**config.mk**
```make
export PLATFORM = sky130hd
export DESIGN_NAME = div_arbiter
export DESIGN_NICKNAME = d
export VERILOG_FILES = /design/src/rtl/div_arbiter.sv
export SDC_FILE = /design/constraint.sdc
export NUM_CORES = 1
export LEC_CHECK = 0
export BUFFER_PORTS_ARGS = -buffer_cell sky130_fd_sc_hd__buf_2
export CAP_MARGIN = 20
export CORE_MARGIN = 2
export CORE_UTILIZATION = 49
export DETAILED_ROUTE_END_ITERATION = 10
export PLACE_DENSITY = 0.86
export SLEW_MARGIN = 20
export SYNTH_ARGS = -nofsm -noshare
export SYNTH_HDL_FRONTEND = slang
export SYNTH_SLANG_ARGS = --single-unit
```
**constraint.sdc**
```tcl
create_clock -name i_clk -period 6.4 [get_ports i_clk]
set_input_delay 1.6 -clock i_clk [delete_from_list [all_inputs] [get_ports i_clk]]
set_output_delay 1.6 -clock i_clk [all_outputs]
set_load 0.02 [all_outputs]
```
**src/rtl/div_arbiter.sv**
```systemverilog
// div_arbiter: round-robin sequencer sharing one multi-cycle signed divider
// among NUM_REQ requesters. Grants one request at a time from IDLE, starts the
// divider with latched operands, waits for fin (bounded by TIMEOUT), and
// returns the quotient with a one-cycle one-hot valid pulse. A zero divisor is
// answered locally with a saturated quotient and the divider is never started.
module div_arbiter #(
  parameter int NUM_REQ = 4,
  parameter int DW      = 16,
  parameter int TIMEOUT = 63
) (
  input  logic                  i_clk,
  input  logic                  i_rst,
  input  logic [NUM_REQ-1:0]    i_req,
  input  logic [NUM_REQ*DW-1:0] i_a,
  input  logic [NUM_REQ*DW-1:0] i_b,
  output logic [NUM_REQ-1:0]    o_gnt,
  output logic [NUM_REQ-1:0]    o_rsp_vld,
  output logic [DW-1:0]         o_rsp_data,
  output logic                  o_rsp_err,
  output logic                  o_busy,
  output logic                  o_div_en,
  output logic [DW-1:0]         o_div_a,
  output logic [DW-1:0]         o_div_b,
  input  logic                  i_div_fin,
  input  logic [DW-1:0]         i_div_result
);

  localparam int IW = (NUM_REQ > 1) ? $clog2(NUM_REQ) : 1;

  typedef enum logic [1:0] {S_IDLE, S_ISSUE, S_WAIT, S_RESP} state_t;

  state_t                r_state;
  logic [IW-1:0]         r_ptr;
  logic [IW-1:0]         r_sel;
  logic [7:0]            r_cnt;
  logic signed [DW-1:0]  r_a;
  logic signed [DW-1:0]  r_b;

  logic                  w_found;
  logic [IW-1:0]         w_sel;
  logic signed [DW-1:0]  w_a;
  logic signed [DW-1:0]  w_b;

  // Quotient returned for a zero divisor: saturate towards the dividend's sign.
  function automatic logic [DW-1:0] div0_sat(input logic signed [DW-1:0] a);
    if (a < 0) div0_sat = {1'b1, {(DW-1){1'b0}}};
    else       div0_sat = {1'b0, {(DW-1){1'b1}}};
  endfunction

  // Round-robin search starting just after the last winner; ptr itself is checked last.
  always_comb begin : p_search
    logic [IW-1:0] k;
    k       = '0;
    w_found = 1'b0;
    w_sel   = '0;
    for (int i = 1; i <= NUM_REQ; i++) begin
      k = IW'((int'(r_ptr) + i) % NUM_REQ);
      if (!w_found && i_req[k]) begin
        w_found = 1'b1;
        w_sel   = k;
      end
    end
  end

  assign w_a = i_a[w_sel*DW +: DW];
  assign w_b = i_b[w_sel*DW +: DW];

  // Grant is combinational and only offered while idle.
  assign o_gnt   = (r_state == S_IDLE && w_found) ? (NUM_REQ'(1) << w_sel) : '0;
  assign o_busy  = (r_state != S_IDLE);
  assign o_div_a = r_a;
  assign o_div_b = r_b;

  // Sequencer FSM with registered divider start and response outputs.
  always_ff @(posedge i_clk or posedge i_rst) begin
    if (i_rst) begin
      r_state    <= S_IDLE;
      r_ptr      <= IW'(NUM_REQ - 1);
      r_sel      <= '0;
      r_cnt      <= '0;
      r_a        <= '0;
      r_b        <= '0;
      o_rsp_vld  <= '0;
      o_rsp_data <= '0;
      o_rsp_err  <= 1'b0;
      o_div_en   <= 1'b0;
    end else begin
      o_div_en  <= 1'b0;
      o_rsp_vld <= '0;
      case (r_state)
        S_IDLE: begin
          if (w_found) begin
            r_sel <= w_sel;
            r_ptr <= w_sel;
            r_a   <= w_a;
            r_b   <= w_b;
            if (w_b != 0) begin
              r_state  <= S_ISSUE;
              o_div_en <= 1'b1;
            end else begin
              // Zero divisor: answer next cycle without touching the divider.
              r_state    <= S_RESP;
              o_rsp_vld  <= NUM_REQ'(1) << w_sel;
              o_rsp_data <= div0_sat(w_a);
              o_rsp_err  <= 1'b1;
            end
          end
        end
        S_ISSUE: begin
          r_cnt   <= '0;
          r_state <= S_WAIT;
        end
        S_WAIT: begin
          if (i_div_fin) begin
            r_state    <= S_RESP;
            o_rsp_vld  <= NUM_REQ'(1) << r_sel;
            o_rsp_data <= i_div_result;
            o_rsp_err  <= 1'b0;
          end else if (r_cnt == 8'(TIMEOUT - 1)) begin
            // This cycle is the TIMEOUT-th without fin: abort the request.
            r_state    <= S_RESP;
            o_rsp_vld  <= NUM_REQ'(1) << r_sel;
            o_rsp_data <= '0;
            o_rsp_err  <= 1'b1;
          end else begin
            r_cnt <= r_cnt + 8'd1;
          end
        end
        S_RESP: begin
          r_state <= S_IDLE;
        end
        default: r_state <= S_IDLE;
      endcase
    end
  end

endmodule
```
==> metrics list, run 1 <==
* Outcome: finished, final reports clean
- FFs w/ async S/R, synth: 100%
* Headroom to the max-slew limit: 39.3%
* Library cell with the largest summed area after synthesis: dfrtp_1
* Reported max-cap violation count: 0
- Worst supply voltage drop on vdd: roughly 0.2 mV
- In this run the biggest area consumer among cell types represents 41.1% of the synthesized area.
* Synthesized area: 4020 um2
- Total overflow reported by the global router: 0
* Power density relative to cell area: 458 nW/um2
- Max stage delay on crit path: 0.54 ns
* Final Slew Violations: 0
- The worst hold path belongs to the class reg2reg.
- Post-synth EDFFs: 0
- For the worst setup path, the data required time is around 4.8 ns.
- The worst setup path is of the in2out kind.
* Number of sinks driven by the clock tree: 68
* Number of rows in the core area: 33
- The number of buffers and inverters on the critical path is 3.
* Period utilization: 74.6%
- The initial utilization of the core area, before any placement, comes to between 40% and 50%.
- After clock tree synthesis, the clock-pin slew on the worst setup and hold paths is around 0.060 ns.
* Util after Layout: 65.3%
* Highest net fanout along the worst path: 19
* Count of vias placed by the detailed router: 4629
- H-tree levels: 3
- Quantity of gates resized following cts: 0
* Dominant combinational cell family by area after synthesis: compound AO/OA/AOI/OAI gates
- Area enclosed by the die boundary: 8940 um2
- After the flow finishes, the layout carries non-filler instances totaling 756.
- Via count of the first global-routing pass: 4412
* Worst Clk Skew: 0.00684 ns
- Clock tree synthesis selected as its root buffer the cell clkbuf_8.
- Setup total negative slack on the finished layout was measured at 0 ns.
- Antenna Cells: 0
* Width of the die: approximately 95 um
- Counting I/O delays and the setup requirement, the final critical path takes around 4.8 ns.
* Synthesized flop and latch total: between 60 and 70
- Count of yosys warnings during synthesis: 0
- Top post-synthesis cells by area: dfrtp_1 (41%), a222oi_1 (6.7%), nor2_1 (5.5%), nand2_1 (4.9%), a31oi_1 (4.0%)
- Count of input and output buffers: 209
- The area growth from synthesis to layout is 31.4%.
- The number of nets handed over by synthesis was 612.
- Dividing the detail-routed wire length by the instance count gives approximately 18 um.
* Hold violation count in the final report: 0
- After routing the design area is approximately 5300 um2.
- After legalization and detailed placement, the total HPWL measured 10.5 mm.
- Counting along the longest clock path gives a buffer depth of 2.
- The synthesized netlist contains 55 unique library cells.
- Highest Clock Rate: 209 MHz
- For this block, the routed nets add up to 13.8 mm of wire.
* Number of instances in the placed design: 741
- In this design, the critical path's most frequently occurring cell is buf_2.
* Placement-stage cell area: around 5100 um2
- In the final design database the tool counted 803 nets.
- Setup violations remaining at the end of the flow were counted as 0.
- Sequential cells were found to cover 42.4% of the synthesized design area.
* Via density per instance: 6.12
- Reported leakage power: 2.53 nW
* Height of the die: 94.6 um
* Share of layout cells above drive strength 1: just under 40%
- Final weighted congestion in routability-driven placement: 1.05
* Remaining antenna violation count: 0
- Clock latency on the worst-skew pair, taken at its later pin, is 0.34 ns.
- Dividing the synthesized area by the synthesized cell count gives approximately 8.8 um2.
- Slew at the pin closest to its max-slew limit: 0.911 ns
- RSZ-0062 raised after global routing: no
* Slowest-stage cell, CP: nand2b_1
- Adder and majority cell fraction of the synthesized area: 1.56%
* Synth Area in Simple Gates: 17.0%
- Fraction of synthesized cell area in xor and xnor cells: under 10%
* CTS tree: done
- For this run, design rule violations remaining after detail routing come to 0.
- Setup crit end kind: output pin
- The kind of cell with the highest combined delay along the critical path is simple AND/OR/NAND/NOR gates.
* Data arrival time of the critical path: 3.17 ns
- Area of the core: roughly 8100 um2
- The number of hold buffers added after CTS was 0.
- Post-synthesis compound-gate area fraction: 31.3%
* Critical path, cell by cell: buf_2 -> nor4_1 -> buf_4 -> nand2b_1 -> nor3_1 -> buf_2
- Number of ports placed on the die boundary: 210
- Most used DFF post-synth: dfrtp_1
- The number of clock buffers added by TritonCTS is 9.
- Number of instances in the synthesized netlist: ~460
* Post-CTS Repair Setup Buffers: 0
- STA classifies the critical path startpoint as an input pin.
- The first TritonRoute pass finished after 8 iterations.
- Entering global routing, the biggest net connects 69 pins.
- The number of antenna violations at the first check in global routing was 0.
- Global-route total usage across every layer: a little under a third
- Mux share of post-synthesis cell area: 0.280%
* Register-to-register setup slack: 2.67 ns
* Count of routing violations after the opening detailed-route iteration: 300
- First-pass GRT wire length: 21.3 mm
[routing by layer]
metal  global-route usage [%]  share of wire, %  vias up
met1                     36.6                37     2217
met4                     11.2               3.2        0
met5                        0                 0        -
met2                     53.9                51      266
li1                         -                 -     2107
met3                     8.38               9.2       39
[through the flow]
step	power, mW	hold slack (ns)	setup slack, ns
after global routing	2.59	0.525	1.41
after detailed placement	2.10	0.478	1.48
after global placement	2.06	0.460	1.56
final	2.42	0.484	1.63
after CTS	2.41	0.493	1.61
after floorplan	1.67	0.479	1.46
[cell usage after synthesis (3+ instances only)]
| cell type | number |
|---|---|
| o21ai_0 | 17 |
| a221oi_1 | 6 |
| or4_1 | 3 |
| o221ai_1 | 6 |
| dfrtp_1 | 66 |
| o221ai_2 | 9 |
| nand2_1 | 52 |
| inv_1 | 21 |
| o22ai_1 | 3 |
| a21oi_1 | 32 |
| o211ai_1 | 3 |
| nor2_1 | 59 |
| a31oi_1 | 26 |
| ha_1 | 5 |
| a222oi_1 | 27 |
| clkbuf_1 | 25 |
| nand3_1 | 6 |
| nand4_1 | 6 |
| a22oi_1 | 3 |
| nor3_1 | 4 |
| and2_1 | 3 |
| a22o_1 | 4 |
| a32oi_1 | 13 |
| nor2b_1 | 4 |
| xor2_1 | 5 |
| and3_1 | 3 |
| a21boi_0 | 3 |
| buf_2 | 7 |
| nand2b_1 | 4 |
[cell usage in the layout (no fill, tap or decap), drive strengths merged, types with 4 or more instances in the layout]
cell type and instances:
a222oi 27, o221ai 15, o21ai 18, nand3 6, nand2 52, a31oi 26, a221oi 7, nand4 6
nor2 60, inv 22, nor2b 4, dfrtp 66, nor3 4, a21oi 32, nand2b 5, a32oi 13
ha 5, a22o 4, clkbuf 13, xor2 5, buf 218, and2 4
[kinds of logic (layout without fill, tap and decap cells)]
group,Yosys count,count (layout)
buffers and inverters,61,256
XOR/XNOR,5,5
AND/OR/NAND/NOR,153,153
multiplexers,1,1
adder cells (fa/ha/maj),5,5
flip-flops,68,68
AO/OA/AOI/OAI,163,163
[cell type report]
cell class | instances | area [um2]
clock inverter | 2 | 10.0
timing repair buffer | 218 | 1110
inverter | 23 | 86.3
multi-input combinational | 327 | 2080
fill | 715 | 2810
sequential | 68 | 1700
tap | 105 | 131
clock buffer | 13 | 159
[flip-flops by register name, indices dropped and copies added (netlist names)]
signal	flops
o_div_en	1
r_cnt	8
o_rsp_vld	4
o_rsp_err	1
r_ptr	2
r_sel	2
o_div_a	16
o_div_b	16
r_state	2
o_rsp_data	16
[power breakdown]
| part | total (mW) | internal, mW | leakage, nW | switching, mW |
|---|---|---|---|---|
| sequential | 0.763 | 0.616 | 0.836 | 0.147 |
| combinational | 1.34 | 0.475 | 1.61 | 0.864 |
| clock | 0.317 | 0.159 | 0.0893 | 0.158 |
[path summary, 6_finish.rpt]
| kind | start | to | cells after the start |
|---|---|---|---|
| max in group asynchronous | i_rst | r_sel[1]$_DFFE_PP0P_ | 3 |
| max reg2reg | r_ptr[1]$_DFFE_PP1P_ | o_rsp_data[0]$_DFFE_PP0P_ | 9 |
| min reg2reg | o_div_b[1]$_DFFE_PP0P_ | o_div_b[1]$_DFFE_PP0P_ | 2 |
| max | i_req[3] | o_gnt[1] | 6 |
| min in group asynchronous | i_rst | o_div_a[11]$_DFFE_PP0P_ | 3 |
| min | o_div_b[1]$_DFFE_PP0P_ | o_div_b[1]$_DFFE_PP0P_ | 2 |
[worst register-to-register path: cells and delay by family (launching register included)]
kind	cells	cell delay (ns)
compound gates	3	0.97
buf+inv	1	0.24
flops	1	0.66
simple gates	5	1.74
Note: power is estimated with default switching activity, not from simulation.
==> run 2: changes to the inputs <==
--- a/config.mk
+++ b/config.mk
@@ -8,9 +8,9 @@
 export BUFFER_PORTS_ARGS = -buffer_cell sky130_fd_sc_hd__buf_2
 export CAP_MARGIN = 20
 export CORE_MARGIN = 2
-export CORE_UTILIZATION = 49
+export CORE_UTILIZATION = 46
 export DETAILED_ROUTE_END_ITERATION = 10
-export PLACE_DENSITY = 0.86
+export PLACE_DENSITY = 0.81
 export SLEW_MARGIN = 20
 export SYNTH_ARGS = -nofsm -noshare
 export SYNTH_HDL_FRONTEND = slang
==> constraint.sdc (replaced) <==
create_clock -name i_clk -period 4.8 [get_ports i_clk]
set_input_delay 1.2 -clock i_clk [delete_from_list [all_inputs] [get_ports i_clk]]
set_output_delay 1.2 -clock i_clk [all_outputs]
set_load 0.02 [all_outputs]
==> run 2 against run 1 <==
Die area up 6.2%. Hold slack worse by 0.0061 ns. Clock skew up 0.0074 ns. Flip-flop and latch count unchanged. Setup slack worse by 0.95 ns. Via count down 1.5%. Critical endpoint is now o_rsp_data[2]$_DFFE_PP0P_. Largest power group unchanged. Highest routed layer unchanged.
==> metrics list, run 2 (synthesis gave the netlist of run 1 again) <==
- Final critical path time including I/O delays and setup: ~4.1 ns
- First-pass GRT wire length: 22.2 mm (was 21.3 mm)
- The number of endpoints failing setup at the final stage came to 0 (unchanged).
* Hold violation count in the final report: 0 (unchanged)
* Data arrival time of the critical path: 4.39 ns (was 3.17 ns)
- Most frequent standard cell in the layout excluding fill and tap cells: buf_2 (unchanged)
- The number of antenna repair diodes came to 0 (unchanged).
* Worst path required time: 5.06 ns (was 4.80 ns)
* Crit Path Category: in2reg (was in2out)
* Design internal power: 1.86 mW (was 1.25 mW)
- The worst-case headroom to the max-slew limit came to 35.1% (was 39.3%).
- The largest fanout of any net on the critical path is 17 (was 19).
- H-tree levels: 3 (unchanged)
- The cell area after placement is 5130 um2 (was 5110 um2).
- Power density relative to cell area: 640 nW/um2 (was 458 nW/um2)
- Setup crit end kind: register (was output pin)
- Number of rows in the core area: 34 (was 33)
* Share of layout cells above drive strength 1: 39.6% (was 39.0%)
* CTS tree: done (unchanged)
- The path class of the lowest-slack min-delay path is reg2reg (unchanged).
- Via count of the first global-routing pass: 4469 (was 4412)
* Slew at the pin closest to its max-slew limit: 0.973 ns (was 0.911 ns)
- Area enclosed by the die boundary: 9500 um2 (was 8940 um2)
* Count of vias placed by the detailed router: 4558 (was 4629)
- Comb power frac: 52.4% (was 55.4%)
- Final routed wirelength across all metal layers: 14.1 mm (was 13.8 mm)
* Maximum count of clock buffers along a single path: 2 (unchanged)
- The total design power came to 3.45 mW (was 2.42 mW).
* Pin count of the biggest net entering global routing: 50 (was 69)
- Type of origin of the critical path: input pin (unchanged)
- Number of ports placed on the die boundary: 210 (unchanged)
- Outcome: finished, final reports clean (unchanged)
* Hold bufs inserted after CTS: 0 (unchanged)
- Switching Fraction: 46.0% (was 48.3%)
* Reg clk slew, reported paths: 0.09 ns (was 0.06 ns)
- The fraction of power consumed by sequential logic is 29.1% (was 31.5%).
- The source-to-sink clock delay at the later pin of the worst-skew pair is 0.36 ns (was 0.34 ns).
- Storage element area: 1700 um2 (unchanged)
- Area of all placed cells without fillers: 5400 um2 (was 5280 um2)
* Number of antenna violations at the first check in global routing: 0 (unchanged)
- Count of input and output buffers: 209 (unchanged)
* Half-perimeter wire length after placement: 10.9 mm (was 10.5 mm)
- Most frequent cells in the layout: buf_2 (209), dfrtp_1 (66), nor2_1 (58) (unchanged)
- The portion of total power attributed to the clock network came to 18.4% (was 13.1%).
* RSZ-0062 raised after global routing: no (unchanged)
- The remaining global-route overflow was 0 (unchanged).
- Area of combinational cells with multiple inputs: 2080 um2 (unchanged)
- Final weighted congestion in routability-driven placement: 0.993 (was 1.05)
* Total net switching power: 1.59 mW (was 1.17 mW)
- Reported leakage power: 2.58 nW (was 2.53 nW)
* Post-CTS Repair Setup Buffers: 0 (unchanged)
- The buffer cell driving the clock tree root is clkbuf_8 (unchanged).
- The number of cell instances on the worst register-to-register path is 8 (was 9).
- The reported max-cap violation count was 0 (unchanged).
- The area growth from synthesis to final layout was 34.2% (was 31.4%).
- The antenna violation net count after detailed routing was 0 (unchanged).
- DRC violations left: 0 (unchanged)
* Worst Hold Path Cells: 2 (unchanged)
* Final Slew Violations: 0 (unchanged)
- The vias per cell came to 5.98 (was 6.12).
- The initial core utilization was 46.8% (was 49.7%).
- Fin Setup TNS: 0 ns (unchanged)
* Width of the die: 97.5 um (was 94.6 um)
- The height of the chip came to 97.5 um (was 94.6 um).
* Quantity of gates resized following cts: 0 (unchanged)
- The worst vdd rail ir drop was 0.315 mV (was 0.203 mV).
* Final net count: 805 (was 803)
* Number of iterations in the first detailed-routing pass: 7 (was 8)
* Routed wirelength normalized by instance count: 18.4 um (was 18.2 um)
- The core box area is 8590 um2 (was 8090 um2).
- Global-route total usage across every layer: 29.3% (was 30.9%)
- Number of sinks driven by the clock tree: 68 (unchanged)
- Number of buffers created by CTS: 9 (unchanged)
- The worst path uses a little under nine tenths of the clock period.
* Highest Clock Rate: 243 MHz
- Worst Clk Skew: 0.0142 ns (was 0.00684 ns)
- The total of fill cells in the finished design was 762 (was 715).
* Count of routing violations after the opening detailed-route iteration: 344 (was 300)
-- run 2: changes by cell type in the layout (fill, tap and decap cells not counted) --
cell       before  now
clkbuf_1        2    0
buf_4           9   11
clkinv_4        0    1
clkbuf_8       11    9
bufinv_16       0    4
-- run 2: cell type report --
class	count	area share, %
well taps	108	2.50
clock inverters	7	2.57
flip-flops and latches	68	31.6
repair buffers	220	20.9
inverters	23	1.60
multi-input cells	327	38.5
clock buffers	9	2.30
-- run 2: per-stage QoR --
step / setup slack, ns / instances / hold slack [ns] / utilization, %
final: 0.678 / 762 / 0.477 / 62.8
after detailed placement: 0.351 / 746 / 0.468 / 59.7
after global placement: 0.512 / 746 / 0.461 / 59.7
after floorplan: 0.664 / 456 / 0.479 / -
after CTS: 0.707 / 762 / 0.487 / 62.8
after global routing: 0.463 / 762 / 0.543 / 62.8
-- run 2: per-layer routing --
| metal | global-route usage, % | wire, um | up-vias |
|---|---|---|---|
| li1 | - | - | 2122 |
| met1 | 35.7 | 5380 | 2147 |
| met2 | 49.2 | 7040 | 247 |
| met3 | 6.47 | 1120 | 42 |
| met4 | 13.9 | 520 | 0 |
| met5 | 0 | 0 | - |
-- run 2: final timing paths --
check | startpoint | to | slack, ns
setup / recovery | i_req[3] | o_rsp_data[2]$_DFFE_PP0P_ | 0.68
hold / removal | o_div_b[1]$_DFFE_PP0P_ | o_div_b[1]$_DFFE_PP0P_ | 0.48
setup reg to reg | r_ptr[1]$_DFFE_PP1P_ | o_rsp_data[2]$_DFFE_PP0P_ | 1.18
hold reg to reg | o_div_b[1]$_DFFE_PP0P_ | o_div_b[1]$_DFFE_PP0P_ | 0.48
max in group asynchronous | i_rst | o_div_a[11]$_DFFE_PP0P_ | 2.87
min in group asynchronous | i_rst | o_div_b[5]$_DFFE_PP0P_ | 1.02
-- run 2: power groups by stage --
| stage | Clock, mW | Combinational, mW | Sequential, mW |
|---|---|---|---|
| detailed placement | 0 | 1.81 | 1.01 |
| global placement | 0 | 1.76 | 1.01 |
| global route | 0.664 | 1.98 | 1.04 |
| CTS | 0.639 | 1.81 | 1.00 |
| finish | 0.636 | 1.81 | 1.00 |
| floorplan | 0 | 1.02 | 1.21 |
-- run 2: critical path, cell delays in order --
cell and delay (ns):
buf_2 0.19, nor2_1 0.10, a22oi_1 0.23, o2bb2ai_2 0.25, a222oi_1 0.53, nand4_1 0.15, or4_1 0.69, or3_1 0.73
o221ai_1 0.31
==> run 3: changes to the inputs <==
--- a/config.mk
+++ b/config.mk
@@ -11,6 +11,7 @@
 export CORE_UTILIZATION = 46
 export DETAILED_ROUTE_END_ITERATION = 10
 export PLACE_DENSITY = 0.81
+export REMOVE_ABC_BUFFERS = 1
 export SLEW_MARGIN = 20
 export SYNTH_ARGS = -nofsm -noshare
 export SYNTH_HDL_FRONTEND = slang
==> run 3 against run 2 <==
Non-clock buffer count is 1 higher. Sequential power hardly changed. Clock power is 9.1% lower. Clock-buffer cell count is 1 higher. Routed wire length is 0.22% lower. Die area stayed put. Power is 1.7% lower. Global-route usage is 0.25 points lower. Design area is 0.26% lower. Largest cell class unchanged. Highest routed layer unchanged.
==> metrics list, run 3 (synthesis gave the netlist of run 1 again) <==
* Share of layout cells above drive strength 1: 39.5% (was 39.6%)
* Area of combinational cells with multiple inputs: 2080 um2 (unchanged)
- Family of cells with the greatest summed delay on the critical path: simple AND/OR/NAND/NOR gates (unchanged)
- The clock tree skew after final layout is 0.00786 ns (was 0.0142 ns).
- Area enclosed by the die boundary: 9500 um2 (unchanged)
* Clock latency at the later pin of the worst-skew pair: 0.35 ns (was 0.36 ns)
- Via density per instance: 6.05 (was 5.98)
- The weighted congestion reported at the end of routability-driven placement was 0.919 (was 0.993).
- The total design power was 3.39 mW (was 3.45 mW).
- Quantity of gates resized following cts: 0 (unchanged)
- The portion of total power attributed to the clock network was 17.1% (was 18.4%).
* Final net count: 806 (was 805)
- The number of port buffers is 209 (unchanged).
- Count of routing violations after the opening detailed-route iteration: 345 (was 344)
- The worst vdd rail ir drop was 0.250 mV (was 0.315 mV).
- The fmax came to 241 MHz (was 243 MHz).
- The worst hold path depth came to 2 (unchanged).
* Initial Utilization: 46.8% (unchanged)
- Cell depth of the worst flop-to-flop path: 8 (unchanged)
- The row count came to 34 (unchanged).
- Most frequent cells in the layout: buf_2 (209), dfrtp_1 (66), nor2_1 (58) (unchanged).
- Final count of negative-setup-slack endpoints: 0 (unchanged)
- RSZ-0062 raised after global routing: no (unchanged).
- Type of origin of the critical path: input pin (unchanged)
- The post-CTS setup buffer count came to 0 (unchanged).
- The arrival time reported for the critical path endpoint is 4.41 ns (was 4.39 ns).
* Maximum count of clock buffers along a single path: 2 (unchanged)
- Max stage delay on crit path: 0.71 ns (was 0.73 ns)
* Slew at the pin closest to its max-slew limit: 0.972 ns (was 0.973 ns)
- The area growth from synthesis to final layout was 33.9% (was 34.2%).
- The library cell contributing the largest single delay on the critical path was or3_1 (unchanged).
* Power density relative to cell area: 630 nW/um2 (was 640 nW/um2)
* Number of buffers created by CTS: 9 (unchanged)
* CTS tree: done (unchanged)
* Area of the core: 8590 um2 (unchanged)
* Total net switching power: 1.58 mW (was 1.59 mW)
- The setup slack after placement was 0.309 ns (was 0.351 ns).
- The nature of the critical path endpoint is a register (unchanged).
- Filler cell count: 751 (was 762)
* Final routed wirelength across all metal layers: 14.0 mm (was 14.1 mm)
- Pin count of the biggest net entering global routing: 52 (was 50)
- The net switching share of the total power was 46.5% (was 46.0%).
- Final critical path time including I/O delays and setup: 4.16 ns (was 4.12 ns)
- The number of top-level pins was 210 (unchanged).
* Root buffer cell: clkbuf_8 (unchanged)
* Count of vias placed by the detailed router: 4623 (was 4558)
- Outcome: finished, final reports clean (unchanged)
* Highest net fanout along the worst path: 19 (was 17)
- The number of global-route vias before repair came to 4502 (was 4469).
- The area occupied by registers came to 1700 um2 (unchanged).
* DRC violations left: 0 (unchanged)
- Reg clk slew, reported paths: 0.08 ns (was 0.09 ns)
- Reported leakage power: 2.57 nW (was 2.58 nW)
- The sink count of the clock tree is 68 (unchanged).
- Crit Path Category: in2reg (unchanged)
* Design internal power: 1.81 mW (was 1.86 mW)
- The combinational share of power is 53.4% (was 52.4%).
- The height of the chip is 97.5 um (unchanged).
* Routed wirelength normalized by instance count: 18.4 um (about the same)
- The data required time of the critical path was 5.05 ns (was 5.06 ns).
- The post-route worst setup slack is 0.645 ns (was 0.678 ns).
- The total global routing track utilization is 29.0% (was 29.3%).
- Remaining antenna violation count: 0 (unchanged)
- The path class of the lowest-slack min-delay path was reg2reg (unchanged).
- Crit. path cell count: 9 (unchanged)
- Critical path, cell by cell: buf_2 -> nand2b_4 -> a311oi_2 -> nor2_2 -> a222oi_1 -> nand4_1 -> or4_1 -> or3_1 -> o221ai_1 (was buf_2 -> nor2_1 -> a22oi_1 -> o2bb2ai_2 -> a222oi_1 -> nand4_1 -> or4_1 -> or3_1 -> o221ai_1)
- The count of hold-fix buffers inserted at cts came to 0 (unchanged).
* Width of the die: 97.5 um (unchanged)
- Number of iterations in the first detailed-routing pass: 7 (unchanged)
* Hold violation count in the final report: 0 (unchanged)
* Combined buffer and inverter count along the critical path: 1 (unchanged)
- Number of antenna violations at the first check in global routing: 1 (was 0)
- Total overflow reported by the global router: 0 (unchanged)
* Most frequent standard cell in the layout excluding fill and tap cells: buf_2 (unchanged)
- The post-route fraction of the period consumed by the critical path came to 86.6% (was 85.9%).
* Final Slew Violations: 0 (unchanged)
* Headroom to the max-slew limit: 35.2% (was 35.1%)
- Sequential share of power: 29.5% (was 29.1%)
- The global-route wire length before repair came to 22.2 mm (about the same).
- Half-perimeter wire length after placement: 10.6 mm (was 10.9 mm)
- H-tree levels: 3 (unchanged)
- Reported max-cap violation count: 0 (unchanged)
run 3: final cells by class:
class	instances	area share (%)
Clock buffer	10	2.37
Inverter	23	1.60
Sequential cell	68	31.7
Antenna cell	1	0.0465
Multi-Input combinational cell	327	38.6
Timing Repair Buffer	221	21.1
Clock inverter	6	2.07
Tap cell	108	2.51
run 3: layer usage:
layer	GRT usage, %	vias up	part of all wire, %
met3	4.32	47	8.1
met4	14.7	0	4.5
met5	0	-	0
met2	50.6	265	52
met1	34.8	2196	36
li1	-	2115	-
run 3: final timing paths:
check	from	slack [ns]	endpoint
max in group asynchronous	i_rst	2.88	o_div_b[11]$_DFFE_PP0P_
hold reg to reg	o_div_b[12]$_DFFE_PP0P_	0.49	o_div_b[12]$_DFFE_PP0P_
setup reg to reg	r_ptr[1]$_DFFE_PP1P_	1.12	o_rsp_data[2]$_DFFE_PP0P_
setup / recovery	i_req[3]	0.64	o_rsp_data[2]$_DFFE_PP0P_
hold / removal	o_div_b[12]$_DFFE_PP0P_	0.49	o_div_b[12]$_DFFE_PP0P_
min in group asynchronous	i_rst	1.04	o_div_a[11]$_DFFE_PP0P_
run 3: power by group through the flow:
stage | logic, mW | registers (mW) | clock network [mW]
after global routing | 1.98 | 1.03 | 0.606
final | 1.81 | 1.00 | 0.578
after floorplan | 0.951 | 1.22 | 0
after global placement | 1.76 | 0.989 | 0
after CTS | 1.81 | 0.994 | 0.579
after detailed placement | 1.81 | 1.00 | 0
run 3: worst min-delay path, cell delays in order, from the launching register on:
cell     delay (ns)
dfrtp_1        0.34
nand2_1        0.05
o21ai_0        0.06
run 3: metrics by stage:
step	util, %	instances	hold slack [ns]	setup TNS (ns)	instance area (um2)
after CTS	62.6	763	0.490	0	5380
after global placement	59.8	747	0.461	0	5140
after floorplan	-	418	0.479	-0.524	3850
final	62.6	764	0.485	0	5380
after global routing	62.6	764	0.529	0	5380
after detailed placement	59.8	747	0.475	0	5140
